`src/rtl/ndma_xfer_feeder.sv`:
```
// NanoDMA feeder: one-outstanding OBI reads into a FIFO, one write request per word; first write ~4 cycles after start.
// Backpressure: reads stall at FIFO_DEPTH buffered+outstanding, writes wait on wr_busy_i. Read-error handling under NDMA_FEEDER_ERR_EN.
module ndma_xfer_feeder #(
    parameter int FIFO_DEPTH = 4,
    parameter int LEN_W      = 16
) (
    input  logic             clk_i,
    input  logic             rst_i,
    input  logic             start_i,
    input  logic [31:0]      src_addr_i,
    input  logic [31:0]      dst_addr_i,
    input  logic [LEN_W-1:0] len_i,
    output logic             busy_o,
    output logic             done_o,
    output logic             rd_req_o,
    output logic [31:0]      rd_addr_o,
    input  logic             rd_gnt_i,
    input  logic             rd_rvalid_i,
    input  logic [31:0]      rd_rdata_i,
    output logic             wr_req_o,
    output logic [31:0]      wr_addr_o,
    output logic [31:0]      wr_wdata_o,
`ifdef NDMA_FEEDER_ERR_EN
    input  logic             rd_err_i,
    output logic             err_o,
`endif
    input  logic             wr_busy_i
);
    localparam int AW = $clog2(FIFO_DEPTH);
    localparam int CW = AW + 1;

    typedef enum logic [1:0] {R_IDLE, R_REQ, R_RESP} rd_state_t;
    typedef enum logic [1:0] {W_IDLE, W_REQ, W_BUSY} wr_state_t;

    rd_state_t        rd_state, rd_next;
    wr_state_t        wr_state, wr_next;
    logic [31:0]      src, dst;
    logic [LEN_W-1:0] len, rd_cnt, wr_cnt;
    logic             busy, done;
    logic             start_ok, rd_issue, push, pop, resp_err, err, wr_last, err_end, finish;

    logic [31:0]      mem [FIFO_DEPTH];
    logic [AW-1:0]    wr_ptr, rd_ptr;
    logic [CW-1:0]    fifo_count;

    function automatic logic [31:0] word_off(input logic [LEN_W-1:0] c);
        return 32'(c) << 2;
    endfunction

    assign start_ok = start_i && !busy;

`ifdef NDMA_FEEDER_ERR_EN
    assign resp_err = rd_err_i;
    assign err_o    = err;

    always_ff @(posedge clk_i or posedge rst_i) begin
        if (rst_i)
            err <= 1'b0;
        else if (start_ok)
            err <= 1'b0;
        else if (rd_state == R_RESP && rd_rvalid_i && rd_err_i)
            err <= 1'b1;
    end
`else
    assign resp_err = 1'b0;
    assign err      = 1'b0;
`endif

    assign push = (rd_state == R_RESP) && rd_rvalid_i && !resp_err;
    assign pop  = (wr_state == W_REQ);

    // Issue is only evaluated in R_IDLE, where nothing is outstanding, so the count alone bounds occupancy.
    assign rd_issue = busy && !err && (rd_cnt < len) && (int'(fifo_count) < FIFO_DEPTH);

    assign wr_last = (wr_state == W_BUSY) && !wr_busy_i && (wr_cnt == len);
    assign err_end = err && (rd_state == R_IDLE) && (wr_state == W_IDLE) && (fifo_count == '0);
    assign finish  = busy && (wr_last || err_end);

    // Data buffer
    always_ff @(posedge clk_i or posedge rst_i) begin
        if (rst_i) begin
            wr_ptr     <= '0;
            rd_ptr     <= '0;
            fifo_count <= '0;
        end else begin
            if (push) wr_ptr <= wr_ptr + AW'(1);
            if (pop)  rd_ptr <= rd_ptr + AW'(1);
            case ({push, pop})
                2'b10:   fifo_count <= fifo_count + CW'(1);
                2'b01:   fifo_count <= fifo_count - CW'(1);
                default: fifo_count <= fifo_count;
            endcase
        end
    end

    always_ff @(posedge clk_i) begin
        if (push) mem[wr_ptr] <= rd_rdata_i;
    end

    // Job registers and counters
    always_ff @(posedge clk_i or posedge rst_i) begin
        if (rst_i) begin
            src    <= '0;
            dst    <= '0;
            len    <= '0;
            rd_cnt <= '0;
            wr_cnt <= '0;
            busy   <= 1'b0;
            done   <= 1'b0;
        end else begin
            done <= 1'b0;
            if (start_ok) begin
                src    <= src_addr_i;
                dst    <= dst_addr_i;
                len    <= len_i;
                rd_cnt <= '0;
                wr_cnt <= '0;
                busy   <= (len_i != '0);
                done   <= (len_i == '0);
            end else begin
                if (finish) begin
                    busy <= 1'b0;
                    done <= 1'b1;
                end
                if (rd_state == R_REQ && rd_gnt_i) rd_cnt <= rd_cnt + LEN_W'(1);
                if (pop)                          wr_cnt <= wr_cnt + LEN_W'(1);
            end
        end
    end

    assign busy_o = busy;
    assign done_o = done;

    // Read FSM
    always_ff @(posedge clk_i or posedge rst_i) begin
        if (rst_i) rd_state <= R_IDLE;
        else       rd_state <= rd_next;
    end

    always_comb begin
        rd_next = rd_state;
        case (rd_state)
            R_IDLE:  if (rd_issue)    rd_next = R_REQ;
            R_REQ:   if (rd_gnt_i)    rd_next = R_RESP;
            R_RESP:  if (rd_rvalid_i) rd_next = R_IDLE;
            default:                  rd_next = R_IDLE;
        endcase
    end

    always_comb begin
        rd_req_o  = 1'b0;
        rd_addr_o = '0;
        if (rd_state == R_REQ) begin
            rd_req_o  = 1'b1;
            rd_addr_o = src + word_off(rd_cnt);
        end
    end

    // Write FSM; wr_req_o comes from state only since the manager's busy follows our req.
    always_ff @(posedge clk_i or posedge rst_i) begin
        if (rst_i) wr_state <= W_IDLE;
        else       wr_state <= wr_next;
    end

    always_comb begin
        wr_next = wr_state;
        case (wr_state)
            W_IDLE:  if (fifo_count != '0 && !wr_busy_i) wr_next = W_REQ;
            W_REQ:                                       wr_next = W_BUSY;
            W_BUSY:  if (!wr_busy_i)                     wr_next = W_IDLE;
            default:                                     wr_next = W_IDLE;
        endcase
    end

    always_comb begin
        wr_req_o   = 1'b0;
        wr_addr_o  = '0;
        wr_wdata_o = '0;
        if (wr_state == W_REQ) begin
            wr_req_o   = 1'b1;
            wr_addr_o  = dst + word_off(wr_cnt);
            wr_wdata_o = mem[rd_ptr];
        end
    end
endmodule
```
`config.mk`:
```
export PLATFORM = sky130hd
export DESIGN_NAME = ndma_xfer_feeder
export DESIGN_NICKNAME = d
export VERILOG_FILES = /design/src/rtl/ndma_xfer_feeder.sv
export SDC_FILE = /design/constraint.sdc
export NUM_CORES = 1
export LEC_CHECK = 0
export ABC_AREA = 1
export CAP_MARGIN = 25
export CORE_MARGIN = 2
export CORE_UTILIZATION = 34
export CTS_CLUSTER_DIAMETER = 50
export DETAILED_ROUTE_END_ITERATION = 10
export SLEW_MARGIN = 40
export SYNTH_ARGS = -nofsm -noshare
export SYNTH_HDL_FRONTEND = slang
export SYNTH_SLANG_ARGS = --single-unit
```
`constraint.sdc`:
```
create_clock -name clk_i -period 5.53 [get_ports clk_i]
set_clock_uncertainty 0.15 [all_clocks]
set_input_delay 0.8295 -clock clk_i [delete_from_list [all_inputs] [get_ports clk_i]]
set_output_delay 0.8295 -clock clk_i [all_outputs]
set_load 0.03 [all_outputs]
```
== After elaboration in Yosys (flattened, before gate mapping) ==
Memory sizes are Yosys's and may differ from the RTL's.
Cells that the tools add are included.

* Memory bits (writable): 128
* Memories kept: 1
* ROM bits: 0
* Register bits after elaboration: 125
* Word-level logic and storage cells: 80
* Bits of input ports: 118
* Bits in latches: 0

{| class="wikitable"
|+ Memory list
! name !! depth !! bits a word !! read ports !! clocked after memory_dff !! write ports !! line !! RTL
|-
| mem || 4 || 32 || 1 || 0 || 1 || 42 || <nowiki>logic [31:0] mem [FIFO_DEPTH];</nowiki>
|}

* Div/mod/pow operators: 0
* Bitwise gates (word level): 0
* Magnitude comparators: 2
* Add/sub/neg operators: 8
* Equal/unequal tests: 12
* Multiplexer cells: 23
* Shift-type cells: 0
* Reductions and logical operators: 22
* Multipliers: 0

{| class="wikitable"
|+ Operators by type and width
! kind !! count
|-
| 2-to-1 mux 32 bit || 3
|-
| adder 32 x 18 -> 32 bit || 2
|-
| 2-to-1 mux 16 bit || 4
|-
| adder 16 x 1 -> 16 bit, second input constant || 2
|-
| equality test 16 bit || 1
|-
| zero test 16 bit || 1
|-
| < comparator 16 bit || 1
|-
| nonzero test 16 bit || 1
|-
| case mux 2 bit (3 select lines) || 2
|-
| 2-to-1 mux 2 bit || 5
|-
| logical AND 1 bit || 9
|-
| 2-to-1 mux 1 bit || 8
|-
| inequality test 2 bit, second input constant || 4
|-
| nonzero test 2 bit || 4
|-
| equality test 2 x 1 -> 1 bit, second input constant || 3
|-
| equality test 2 bit, second input constant || 3
|-
| case mux 3 bit (2 select lines) || 1
|-
| adder 2 x 1 -> 2 bit, second input constant || 2
|-
| zero test 2 bit || 2
|-
| adder 3 x 1 -> 3 bit, second input constant || 1
|-
| < comparator 3 bit, second input constant || 1
|-
| AND reduction 3 bit || 1
|-
| nonzero test 3 bit || 1
|-
| subtractor 3 x 1 -> 3 bit, second input constant || 1
|-
| 3 further kinds || 4
|}

== Depth between registers and ports, before layout ==
Gate-level depths: netlist of the first run.

* Depth in word-level cells: 6
* Gate-level depth with buffers: 13

== Worst setup path after synthesis of the first run ==
OpenSTA, ideal clock, no wires.

* Path type: register to output
* Start: register wr_cnt[0]
* End: output wr_addr_o[18]
* Path slack: 2.357 ns
* Stages on the path, launching flop included: 13
* Required time: 4.550 ns
* Buffers on the path: 0
* Arrival: 2.194 ns
* Path through: dfrtp_1 ha_1 inv_1 fa_1 inv_1 nand3_1 nand3_1 nand2_1 nand2_1 nand2_1 nand2_2 o21ai_1 a21oi_1

* Word-level cells in the longest chain between the ends: 2

{| class="wikitable"
|+ Ends and longest elaborated chain
! element !! line !! RTL
|-
| start: declaration || 38 || <nowiki>logic [LEN_W-1:0] len, rd_cnt, wr_cnt;</nowiki>
|-
| start signal: assignment || 126 || <nowiki>if (pop) wr_cnt <= wr_cnt + LEN_W'(1);</nowiki>
|-
| adder 32 x 18 -> 32 bit || 181 || <nowiki>wr_addr_o = dst + word_off(wr_cnt);</nowiki>
|-
| 2-to-1 mux 32 bit || 179 || <nowiki>if (wr_state == W_REQ) begin</nowiki>
|-
| end: declaration || 21 || <nowiki>output logic [31:0] wr_addr_o,</nowiki>
|}

No other way between the ends.

== Worst setup path after layout of the first run ==
Same ends and word-level chain as after synthesis.

==> impl_results.md, run 1 <==
- Final weighted congestion in routability-driven placement: around 0.92
- Antenna-violating nets left: 0
- Portion of the clock cycle consumed by the worst path in the final layout: 80.7%
- GR Util All Layers: 19.8%
- Clock-pin slew on the worst setup and hold paths: about 60 ps
- Share of synthesized registers carrying an async set or reset: 49.4%
- Global-route wire length before repair: 70100 µm
- Maximum buffer depth of the clock tree: 3
- Most frequent cells after synthesis: sky130_fd_sc_hd__nand2_1, sky130_fd_sc_hd__nor2_1, sky130_fd_sc_hd__inv_1
- Dominant combinational cell family by area after synthesis: simple AND/OR/NAND/NOR gates
- Postcts setup bufs: 0
- Top Family by Delay on Critical Path: buffers and inverters
- Number of global-route vias before repair: between 10000 and 15000
- Shortest period the worst path allows: ~4500 ps
- Total gr overflow: 0
- Worst hold path class: flip-flop to flip-flop
- Highest net fanout along the worst path: 6
- Multiplexer area fraction after synthesis: 0%
- Max_cap viols: 0
- CP required: 4550 ps
- Via density per instance: roughly 4.8
- Startpoint of the worst hold path: wr_state[1]
- Initial antenna violation count: 0
- Proportion of layout cells with a drive suffix above 1: 8.45%
- Number of flip-flops and latches in the synthesized netlist: 253
- Avg Synthesized Cell Area: 7.76 µm²
- Fraction of synthesized cell area in xor and xnor cells: 0.892%
- Critical Path, Cell by Cell: ha_1 > inv_1 > fa_1 > inv_1 > nand3_1 > nand3_1 > nand2_1 > nand2_1 > nand2_1 > nand2_2 > o21ai_1 > a21oi_1 > clkdlybuf4s50_1
- Number of remaining DRC errors: 0
- Count of inserted antenna diode cells: 0
- Number of top-level pins: between 200 and 250
- Setup repair after global routing missed its margin: false
- Post-Syn Nets: 2073
- Worst IR drop on VDD: about 210 µV
- Slowest stage cell, crit path: sky130_fd_sc_hd__clkdlybuf4s50_1
- Sequential-to-total area share from yosys stat: 47.3%
- # resized after CTS: 0
- Detailed-placement wirelength estimate: around 32000 µm
- Critical Path Start Type: flip-flop
- Tightest Pin Transition: 763 ps
- Post-synthesis share of cell area spent on full adders, half adders and majority gates: approximately 5%
- Post-Syn Area: 14700 µm²
- Iteration count of the initial detailed-routing pass: 5
- Count leader, synth: sky130_fd_sc_hd__nand2_1
- Run status: finished, final reports clean
- Leakage power of the design: ~0.0084 µW
- Number of warning messages in the yosys log: 0
- Finish-stage setup viols: 0
- Aggregate negative setup slack: 0 ps
- Share of the synthesized area in the top cell type: between 20% and 30%
- Worst setup startpoint: wr_cnt[0]
- Max-Slew Margin vs Limit: around half
- Maximum frequency from static timing analysis: 224 MHz
- Number of standard-cell rows in the floorplan: 76
- Cts bufs inserted: 36
- Width of the chip: roughly 210 µm
- Setup crit end kind: primary output
- Cell type with the largest total area after synthesis: sky130_fd_sc_hd__edfxtp_1
- Syn-to-layout area delta: 28.2%
- Port buffer count: between 200 and 250
- CP Data Arrival Time: roughly 3500 ps
- Area enclosed by the die boundary: approximately 45000 µm²
- Synthesized-area fraction occupied by ao, oa, aoi and oai cells: approximately 10%
- EDFF count, synth: around 130
- Cell types occupying the most area after synthesis: sky130_fd_sc_hd__edfxtp_1, sky130_fd_sc_hd__dfrtp_1, sky130_fd_sc_hd__nand2_1
- Area fraction in and, or, nand and nor cells after synthesis: 29.0%
- Starting utilization of the core area: around 34%
- Latest clock arrival within the worst-skew pair: between 500 and 600 ps
- Height of the die: roughly 210 µm
- CTS root buffer: sky130_fd_sc_hd__clkbuf_16
- Number of levels in the clock H-tree: 2
- Ys flop type: sky130_fd_sc_hd__edfxtp_1
- Synthesized netlist cell count: roughly 1900
- Final wirelength: between 40000 and 50000 µm
- Sink count of the clock tree: 253
- Total vias in the final route: between 10000 and 15000
- Crit-path max cell delay: about 680 ps
- Max-slew violations: 0
- Drt wl/cell: 16.1 µm
- Filler cells: between 4000 and 5000
- Hold Vio Cnt, Final: 0
- Std-Cell Core Area: around 43000 µm²
- Pin count of the biggest net entering global routing: between 70 and 80
- CTS tree: done
- Cell variety after synth: 43
- Worst hold slack after final layout: around 280 ps
- Buf+Inv Stages, Crit Path: 3
- Number of DRC markers in iteration 0: between 900 and 1000
- Crit path top cell by count: sky130_fd_sc_hd__nand2_1
- Layout net count: between 2000 and 2500
- Power density relative to cell area: ~370 nW/µm²
- Critical path type: flip-flop to primary output
- Count of hold buffers inserted by post-cts repair: 0
- Reg-to-reg startpoint: rd_state[1]
## area by class of cell
| type | instances | area (µm²) | share of cell area (%) |
|---|---|---|---|
| Tap cell | 585 | 732 | 3.88 |
| Multi-Input combinational cell | 1347 | 6630 | 35.1 |
| Inverter | 244 | 921 | 4.88 |
| Clock buffer | 43 | 977 | 5.18 |
| Timing Repair Buffer | 234 | 2460 | 13.0 |
| Clock inverter | 22 | 190 | 1.01 |
| Sequential cell | 253 | 6970 | 36.9 |
## cells by family after synthesis
logic type / after synthesis
DFF: 253
adders and majority gates: 57
xor gates and xnor gates: 15
and+or+nand+nor: 992
AOI/OAI and AO/OA: 283
buffers and inverters: 298
## per-layer routing
layer | part of all wire (%) | vias to the layer above | track usage (%) | routed length [µm]
met5 | 0 | - | 0 | 0
met4 | 1.9 | 0 | 5.00 | 834
met3 | 5.3 | 53 | 2.73 | 2330
met2 | 47 | 360 | 32.6 | 20500
met1 | 46 | 6130 | 27.4 | 20400
li1 | - | 6589 | - | -
## worst paths after layout
check / slack [ps] / to / cells past startpoint
min reg2reg: 280 / wr_state[0] / 1
max in group asynchronous: 3800 / rd_ptr[0] / 3
min in group asynchronous: 590 / wr_cnt[7] / 2
max reg2reg: 3020 / rd_state[0] / 4
max: 1070 / wr_addr_o[18] / 13
min: 280 / wr_state[0] / 1
## registers in the layout (all words and copies together) (netlist names), 3 cells and up
register	count
wr_cnt	16
mem	128
src	32
rd_cnt	16
fifo_count	3
dst	32
len	16
## where the power goes
part	leakage (µW)	internal (µW)	switching, µW
combinational	0.00516	852	1540
clock	0.000573	1330	898
sequential	0.00269	2120	162
## worst reg2reg max path, cell delays in order, from the launching register on
cell                       delay, ps
sky130_fd_sc_hd__dfrtp_1         430
sky130_fd_sc_hd__nor2_4          630
sky130_fd_sc_hd__clkinv_1        690
sky130_fd_sc_hd__or2_2           480
sky130_fd_sc_hd__nand2_1          70
## layout by cell type, fill, tap and decap left out, drive strengths merged, types with 17 or more instances in the layout
| master | n |
|---|---|
| a21oi | 105 |
| buf | 17 |
| clkbuf | 43 |
| clkdlybuf4s50 | 217 |
| dfrtp | 125 |
| edfxtp | 128 |
| ha | 54 |
| inv | 249 |
| nand2 | 539 |
| nand3 | 84 |
| nand4 | 27 |
| nor2 | 295 |
| nor3 | 32 |
| o21ai | 158 |
## through the flow
| stage | utilization, % | worst slack (ps) | area (µm²) | total power [µW] | std cells |
|---|---|---|---|---|---|
| after detailed placement | 41.3 | 1650 | 17700 | 4730 | 2663 |
| after CTS | 44.0 | 1050 | 18900 | 6990 | 2728 |
| after global routing | 44.0 | 777 | 18900 | 7300 | 2728 |
| after global placement | 40.8 | 1720 | 17500 | 4680 | 2655 |
| after floorplan | - | 1220 | 14700 | 3770 | 1898 |
| final | 44.0 | 1070 | 18900 | 6910 | 2728 |
No activity file was read; power rests on OpenSTA's default activity.
==> inputs of run 2 (changes only) <==
- clock period: 5.53 -> 4.25 ns (I/O delays scaled with it)
==> run 2 against run 1 <==
  * Non-clock buffer count down 1
  * Power is 31% higher
  * Sequential cell count stayed put
  * Highest routed layer unchanged
==> impl_results.md, run 2 (synthesis gave the netlist of run 1 again) <==
- Run status: finished, final reports clean (unchanged)
- Width of the chip: 212 µm (unchanged)
- Critical Path Start Type: flip-flop (unchanged)
- Post-route setup slack: 215 ps (was 1070 ps)
- CP required: 3460 ps (was 4550 ps)
- Setup crit end kind: primary output (unchanged)
- Power density relative to cell area: 482 nW/µm² (was 366 nW/µm²)
- Hold Vio Cnt, Final: 0 (unchanged)
- Setup repair after global routing missed its margin: false (unchanged)
- Final wirelength: 43200 µm (was 44000 µm)
- Crit-path max cell delay: 690 ps (was 680 ps)
- Number of top-level pins: 218 (unchanged)
- Starting utilization of the core area: 34.3% (unchanged)
- FF-to-FF setup slack: 1880 ps (was 3020 ps)
- Flip-flop count of the largest register, all copies and words added: 128 (unchanged)
- Worst Hold Depth: 1 (unchanged)
- Worst hold slack after final layout: 288 ps (was 278 ps)
- Most common cell after layout, fill and taps aside: sky130_fd_sc_hd__nand2_1 (unchanged)
- Iteration count of the initial detailed-routing pass: 5 (unchanged)
- Drt wl/cell: 15.8 µm (was 16.1 µm)
- Slowest stage cell, crit path: sky130_fd_sc_hd__clkdlybuf4s50_1 (unchanged)
- Latest clock arrival within the worst-skew pair: 540 ps (about the same)
- Detailed-placement wirelength estimate: 31200 µm (was 32300 µm)
- Aggregate negative setup slack: 0 ps (unchanged)
- Pin count of the biggest net entering global routing: 83 (was 79)
- Max-Slew Margin vs Limit: 52.3% (was 49.0%)
- Number of placed cells counting well taps: 2662 (was 2663)
- Number of global-route vias before repair: 12800 (was 12900)
- Largest Register: mem (unchanged)
- Max_cap viols: 0 (unchanged)
- Area enclosed by the die boundary: 45000 µm² (unchanged)
- Maximum frequency from static timing analysis: 248 MHz
- Finish-stage setup viols: 0 (unchanged)
- Via density per instance: 4.76 (was 4.81)
- Final weighted congestion in routability-driven placement: 0.904 (was 0.924)
- Share of the core filled with cells in the final layout: 43.9% (was 44.0%)
- Total vias in the final route: 13000 (was 13100)
- Clock-pin slew on the worst setup and hold paths: 60 ps (about the same)
- Commonest cells after routing, fill and taps aside: sky130_fd_sc_hd__nand2_1, sky130_fd_sc_hd__nor2_1, sky130_fd_sc_hd__inv_1 (was sky130_fd_sc_hd__nand2_1, sky130_fd_sc_hd__nor2_1, sky130_fd_sc_hd__clkdlybuf4s50_1)
- Count of hold buffers inserted by post-cts repair: 0 (unchanged)
- DP Worst Slack: 561 ps (was 1650 ps)
- Postcts setup bufs: 0 (unchanged)
- Max-slew violations: 0 (unchanged)
- Proportion of layout cells with a drive suffix above 1: 8.31% (was 8.45%)
- Port buffer count: 217 (unchanged)
- Portion of the clock cycle consumed by the worst path in the final layout: 94.9%
- Number of levels in the clock H-tree: 2 (unchanged)
- Registers with the most flip-flops: mem x128, dst x32, src x32 (unchanged)
- Std-Cell Core Area: 42900 µm² (unchanged)
- Leakage power of the design: 0.00868 µW (was 0.00842 µW)
- Cts bufs inserted: 35 (was 36)
- Initial antenna violation count: 0 (unchanged)
- Number of DRC markers in iteration 0: 799 (was 953)
- Logic depth of the worst register-to-register path: 9 (was 4)
- Critical Path, Cell by Cell: ha_1 > nand2_1 > nor2_4 > nand3_1 > nand3_1 > nand3_1 > nand3_1 > nand2_1 > nor2_1 > clkdlybuf4s50_1 (was ha_1 > inv_1 > fa_1 > inv_1 > nand3_1 > nand3_1 > nand2_1 > nand2_1 > nand2_1 > nand2_2 > o21ai_1 > a21oi_1 > clkdlybuf4s50_1)
- Worst hold path class: flip-flop to flip-flop (unchanged)
- CP Data Arrival Time: 3250 ps (was 3490 ps)
- Antenna-violating nets left: 0 (unchanged)
- GR Util All Layers: 19.4% (was 19.8%)
- Maximum buffer depth of the clock tree: 3 (unchanged)
- CTS tree: done (unchanged)
- Syn-to-layout area delta: 27.9% (was 28.2%)
- Tightest Pin Transition: 715 ps (was 763 ps)
- Critical path type: flip-flop to primary output (unchanged)
- Highest net fanout along the worst path: 7 (was 6)
- Layout net count: 2289 (was 2291)
- Height of the die: 212 µm (unchanged)
- Total gr overflow: 0 (unchanged)
- Post-route insts no fill: 2727 (was 2728)
- Number of standard-cell rows in the floorplan: 76 (unchanged)
- Sink count of the clock tree: 253 (unchanged)
- CTS root buffer: sky130_fd_sc_hd__clkbuf_16 (unchanged)
- Crit path top cell by count: sky130_fd_sc_hd__nand3_1 (was sky130_fd_sc_hd__nand2_1)
- Number of remaining DRC errors: 0 (unchanged)
- Global-route wire length before repair: 68400 µm (was 70100 µm)
- Worst IR drop on VDD: 289 µV (was 211 µV)
- Shortest period the worst path allows: 4040 ps
==> run 2: changes by cell type in the layout (fill, tap and decap cells not counted), moves of 3 or more <==
cell                              before  now
sky130_fd_sc_hd__clkdlybuf4s50_1     217  198
sky130_fd_sc_hd__dlymetal6s2s_1        0   16
sky130_fd_sc_hd__buf_4                 7   14
sky130_fd_sc_hd__buf_16                6    0
sky130_fd_sc_hd__clkbuf_8              5    0
sky130_fd_sc_hd__bufinv_16             1    5
sky130_fd_sc_hd__clkinv_2              6    3
sky130_fd_sc_hd__inv_6                 6    3
==> run 2: layer usage <==
metal	routed length, µm	global-route usage [%]	up-vias
li1	-	-	6602
met1	20100	26.4	6007
met2	19900	32.0	331
met3	2320	3.41	54
met4	896	5.10	0
met5	0	0	-
==> run 2: layout make-up <==
class / count / area (µm²)
fill: 4296 / 24100
antenna: 1 / 2.50
clock inverter: 26 / 329
timing repair buffer: 233 / 2350
multi-input combinational: 1347 / 6630
inverter: 244 / 923
clock buffer: 38 / 887
tap: 585 / 732
sequential: 253 / 6970
==> run 2: repair_timing <==
item / CTS / global route
pin swaps: 0 / 0
gates resized for setup: 3 / 19
endpoints found under the setup margin: 3 / 19
==> run 2: final timing paths <==
kind,startpoint,end
max,wr_cnt[9],wr_addr_o[28]
min,wr_state[1],wr_state[0]
max reg2reg,wr_state[1],fifo_count[2]
min reg2reg,wr_state[1],wr_state[0]
max in group asynchronous,rst_i,src[4]
min in group asynchronous,rst_i,done_o
==> run 2: worst max-delay path, delay by kind of cell, from the launching register on <==
family	cells	cell delay, ps
simple gates	8	1100
fa+ha+maj	1	450
flops	1	480
buf+inv	1	690
==> run 2: power by group <==
part           leakage (µW)  total [µW]  internal, µW  switching, µW
Sequential          0.00269        2950          2760            186
Clock              0.000582        3040          1860           1180
Combinational       0.00541        3100          1080           2010
Total               0.00868        9080          5700           3380
==> run 2: metrics by stage <==
stage	instance area [µm²]	power, µW
6_report	18800	9080
5_1_grt	18800	9610
4_1_cts	18800	9210
3_5_place_dp	17600	6120
3_3_place_gp	17600	6080
2_1_floorplan	14700	4910
==> inputs of run 3 (changes only) <==
- SETUP_SLACK_MARGIN: default -> 0.1
- SLEW_MARGIN: 40 -> 10
==> run 3 against run 2 <==
  * Die area unchanged
  * Power up 2.8%
  * Hold slack worse by 6.9 ps
  * Sequential share of layout area down 0.27 points
  * Sequential power about the same
  * Critical endpoint is now rd_addr_o[13]
  * Routed wire length up 0.66%
  * Core utilization up 0.33 points
  * Count of clock-buffer cells in the layout up 2
  * Final cell count up 0.11%
  * Worst setup slack better by 93 ps
  * Critical path type unchanged
  * Design area up 0.75%
==> impl_results.md, run 3 (synthesis gave the netlist of run 1 again) <==
- Setup repair after global routing missed its margin: false (unchanged)
- Std-Cell Core Area: 42900 µm² (unchanged)
- Combinational share of power: 33.1% (was 34.1%)
- Area enclosed by the die boundary: 45000 µm² (unchanged)
- Layout net count: 2292 (was 2289)
- Flip-flop count of the largest register, all copies and words added: 128 (unchanged)
- GR Util All Layers: 19.5% (was 19.4%)
- Antenna-violating nets left: 0 (unchanged)
- Proportion of layout cells with a drive suffix above 1: 8.81% (was 8.31%)
- Total vias in the final route: 13000 (about the same)
- Maximum frequency from static timing analysis: 254 MHz (was 248 MHz)
- Reg-to-reg startpoint: wr_state[1] (unchanged)
- Final weighted congestion in routability-driven placement: 0.904 (unchanged)
- Aggregate negative setup slack: 0 ps (unchanged)
- CP required: 3460 ps (about the same)
- Power density relative to cell area: 492 nW/µm² (was 482 nW/µm²)
- Number of standard-cell rows in the floorplan: 76 (unchanged)
- Share of total power in the clock network: 35.3% (was 33.5%)
- Post-route design area: 19000 µm² (was 18800 µm²)
- Total gr overflow: 0 (unchanged)
- Port buffer count: 217 (unchanged)
- Count of hold buffers inserted by post-cts repair: 0 (unchanged)
- CP Data Arrival Time: 3150 ps (was 3250 ps)
- Worst hold path class: primary input to asynchronous set/reset pin (was flip-flop to flip-flop)
- Cts bufs inserted: 37 (was 35)
- Leakage power of the design: 0.00886 µW (was 0.00868 µW)
- Endpoint of the lowest-slack register-to-register path: fifo_count[2] (unchanged)
- Width of the chip: 212 µm (unchanged)
- Logic depth of the worst register-to-register path: 9 (unchanged)
- Net switching power figure: 3400 µW (was 3380 µW)
- Tightest Pin Transition: 743 ps (was 715 ps)
- Hold Vio Cnt, Final: 0 (unchanged)
- Cell-internal power: 5940 µW (was 5700 µW)
- Initial antenna violation count: 1 (was 0)
- Global-route wire length before repair: 68700 µm (was 68400 µm)
- Max_cap viols: 0 (unchanged)
- Height of the die: 212 µm (unchanged)
- Register share of total power: 31.6% (was 32.5%)
- Commonest cells after routing, fill and taps aside: sky130_fd_sc_hd__nand2_1, sky130_fd_sc_hd__nor2_1, sky130_fd_sc_hd__inv_1 (unchanged)
- Total area of sequential cells: 6970 µm² (about the same)
- Fraction of power spent switching nets: 36.4% (was 37.2%)
- Maximum buffer depth of the clock tree: 3 (unchanged)
- Clock-pin slew on the worst setup and hold paths: 60 ps (about the same)
- Latest clock arrival within the worst-skew pair: 540 ps (about the same)
- Area of the multi-input gates: 6640 µm² (was 6630 µm²)
- Number of levels in the clock H-tree: 2 (unchanged)
- Count of inserted antenna diode cells: 0 (was 1)
- Drt wl/cell: 15.9 µm (was 15.8 µm)
- Finish-stage setup viols: 0 (unchanged)
- Most common cell after layout, fill and taps aside: sky130_fd_sc_hd__nand2_1 (unchanged)
- Run status: finished, final reports clean (unchanged)
- FF-to-FF setup slack: 1830 ps (was 1880 ps)
- Detailed-placement wirelength estimate: 31300 µm (was 31200 µm)
- Setup crit end kind: primary output (unchanged)
- Filler cells: 4233 (was 4296)
- Critical path type: flip-flop to primary output (unchanged)
- Max-slew violations: 0 (unchanged)
- Sink count of the clock tree: 253 (unchanged)
- # resized after CTS: 14 (was 3)
- Max-Slew Margin vs Limit: 50.4% (was 52.3%)
- Largest Register: mem (unchanged)
- Syn-to-layout area delta: 28.8% (was 27.9%)
- Starting utilization of the core area: 34.3% (unchanged)
- Highest net fanout along the worst path: 5 (was 7)
- CTS root buffer: sky130_fd_sc_hd__clkbuf_16 (unchanged)
- Pin count of the biggest net entering global routing: 83 (unchanged)
- Via density per instance: 4.76 (about the same)
- Worst IR drop on VDD: 316 µV (was 289 µV)
- Registers with the most flip-flops: mem x128, dst x32, src x32 (unchanged)
- Critical Path Start Type: flip-flop (unchanged)
- Number of global-route vias before repair: 12800 (about the same)
- Portion of the clock cycle consumed by the worst path in the final layout: 92.8% (was 94.9%)
- Number of top-level pins: 218 (unchanged)
- CTS tree: done (unchanged)
- Iteration count of the initial detailed-routing pass: 5 (unchanged)
- Final wirelength: 43500 µm (was 43200 µm)
- Post-DP Area: 17600 µm² (about the same)
- Number of remaining DRC errors: 0 (unchanged)
- Postcts setup bufs: 0 (unchanged)
- Number of DRC markers in iteration 0: 853 (was 799)
- Shortest period the worst path allows: 3940 ps (was 4040 ps)
==> run 3: changes by cell type in the layout (fill, tap and decap cells not counted), moves of 3 or more <==
cell,before,now
sky130_fd_sc_hd__clkdlybuf4s50_1,198,183
sky130_fd_sc_hd__dlygate4sd2_1,2,11
sky130_fd_sc_hd__dlymetal6s2s_1,16,20
sky130_fd_sc_hd__clkbuf_1,3,0
sky130_fd_sc_hd__clkbuf_8,0,3
sky130_fd_sc_hd__clkinvlp_4,4,1
==> run 3: worst max-delay path, cell delays in order (launching register included) <==
cell,delay [ps]
sky130_fd_sc_hd__dfrtp_1,480
sky130_fd_sc_hd__ha_1,410
sky130_fd_sc_hd__nand2_1,120
sky130_fd_sc_hd__nor2_1,290
sky130_fd_sc_hd__nand3_1,130
sky130_fd_sc_hd__nand3_1,160
sky130_fd_sc_hd__o21ai_0,100
sky130_fd_sc_hd__a21oi_1,210
sky130_fd_sc_hd__clkdlybuf4s50_1,720
==> run 3: how the worst max path moves through the flow <==
| stage | from | endpoint | slack, ps | depth (start not counted) |
|---|---|---|---|---|
| final | rd_cnt[5] | rd_addr_o[13] | 310 | 8 |
| after global routing | wr_cnt[14] | wr_addr_o[21] | 100 | 10 |
| after CTS | rd_cnt[0] | rd_addr_o[30] | 110 | 13 |
| after detailed placement | wr_cnt[0] | wr_addr_o[18] | 570 | 13 |
| after global placement | wr_cnt[0] | wr_addr_o[18] | 640 | 13 |
| after floorplan | rst_i | busy_o | 130 | 1 |
==> run 3: cell type report <==
| class | instances | share of cell area (%) |
|---|---|---|
| flip-flops and latches | 253 | 36.8 |
| clock inverters | 27 | 1.95 |
| well taps | 585 | 3.86 |
| repair buffers | 234 | 12.5 |
| clock buffers | 40 | 5.10 |
| multi-input cells | 1347 | 35.0 |
| inverters | 244 | 4.84 |
==> run 3: layer usage <==
metal  track usage (%)  wire (µm)  up-vias
met5                 0         16        -
met1              26.5      20300     6023
met4              5.73        977        2
met2              32.0      19800      331
met3              3.31       2410       64
li1                  -          -     6588
==> run 3: through the flow <==
| stage | utilization (%) | std cells | setup WS, ps | total power, µW | hold slack (ps) |
|---|---|---|---|---|---|
| detailed placement | 41.0 | 2663 | 569 | 6130 | 282 |
| global placement | 41.0 | 2662 | 639 | 6080 | 265 |
| floorplan | - | 1898 | 135 | 4910 | 258 |
| finish | 44.2 | 2730 | 308 | 9340 | 281 |
| global route | 44.2 | 2730 | 102 | 9840 | 287 |
| CTS | 44.1 | 2730 | 114 | 9450 | 262 |
==> run 3: power groups by stage <==
| stage | logic [µW] | registers (µW) | clock network (µW) |
|---|---|---|---|
| 6_report | 3090 | 2950 | 3290 |
| 5_1_grt | 3400 | 2980 | 3460 |
| 3_3_place_gp | 3090 | 2990 | 0 |
| 2_1_floorplan | 2000 | 2910 | 0 |
| 3_5_place_dp | 3130 | 2990 | 0 |
| 4_1_cts | 3130 | 2950 | 3370 |
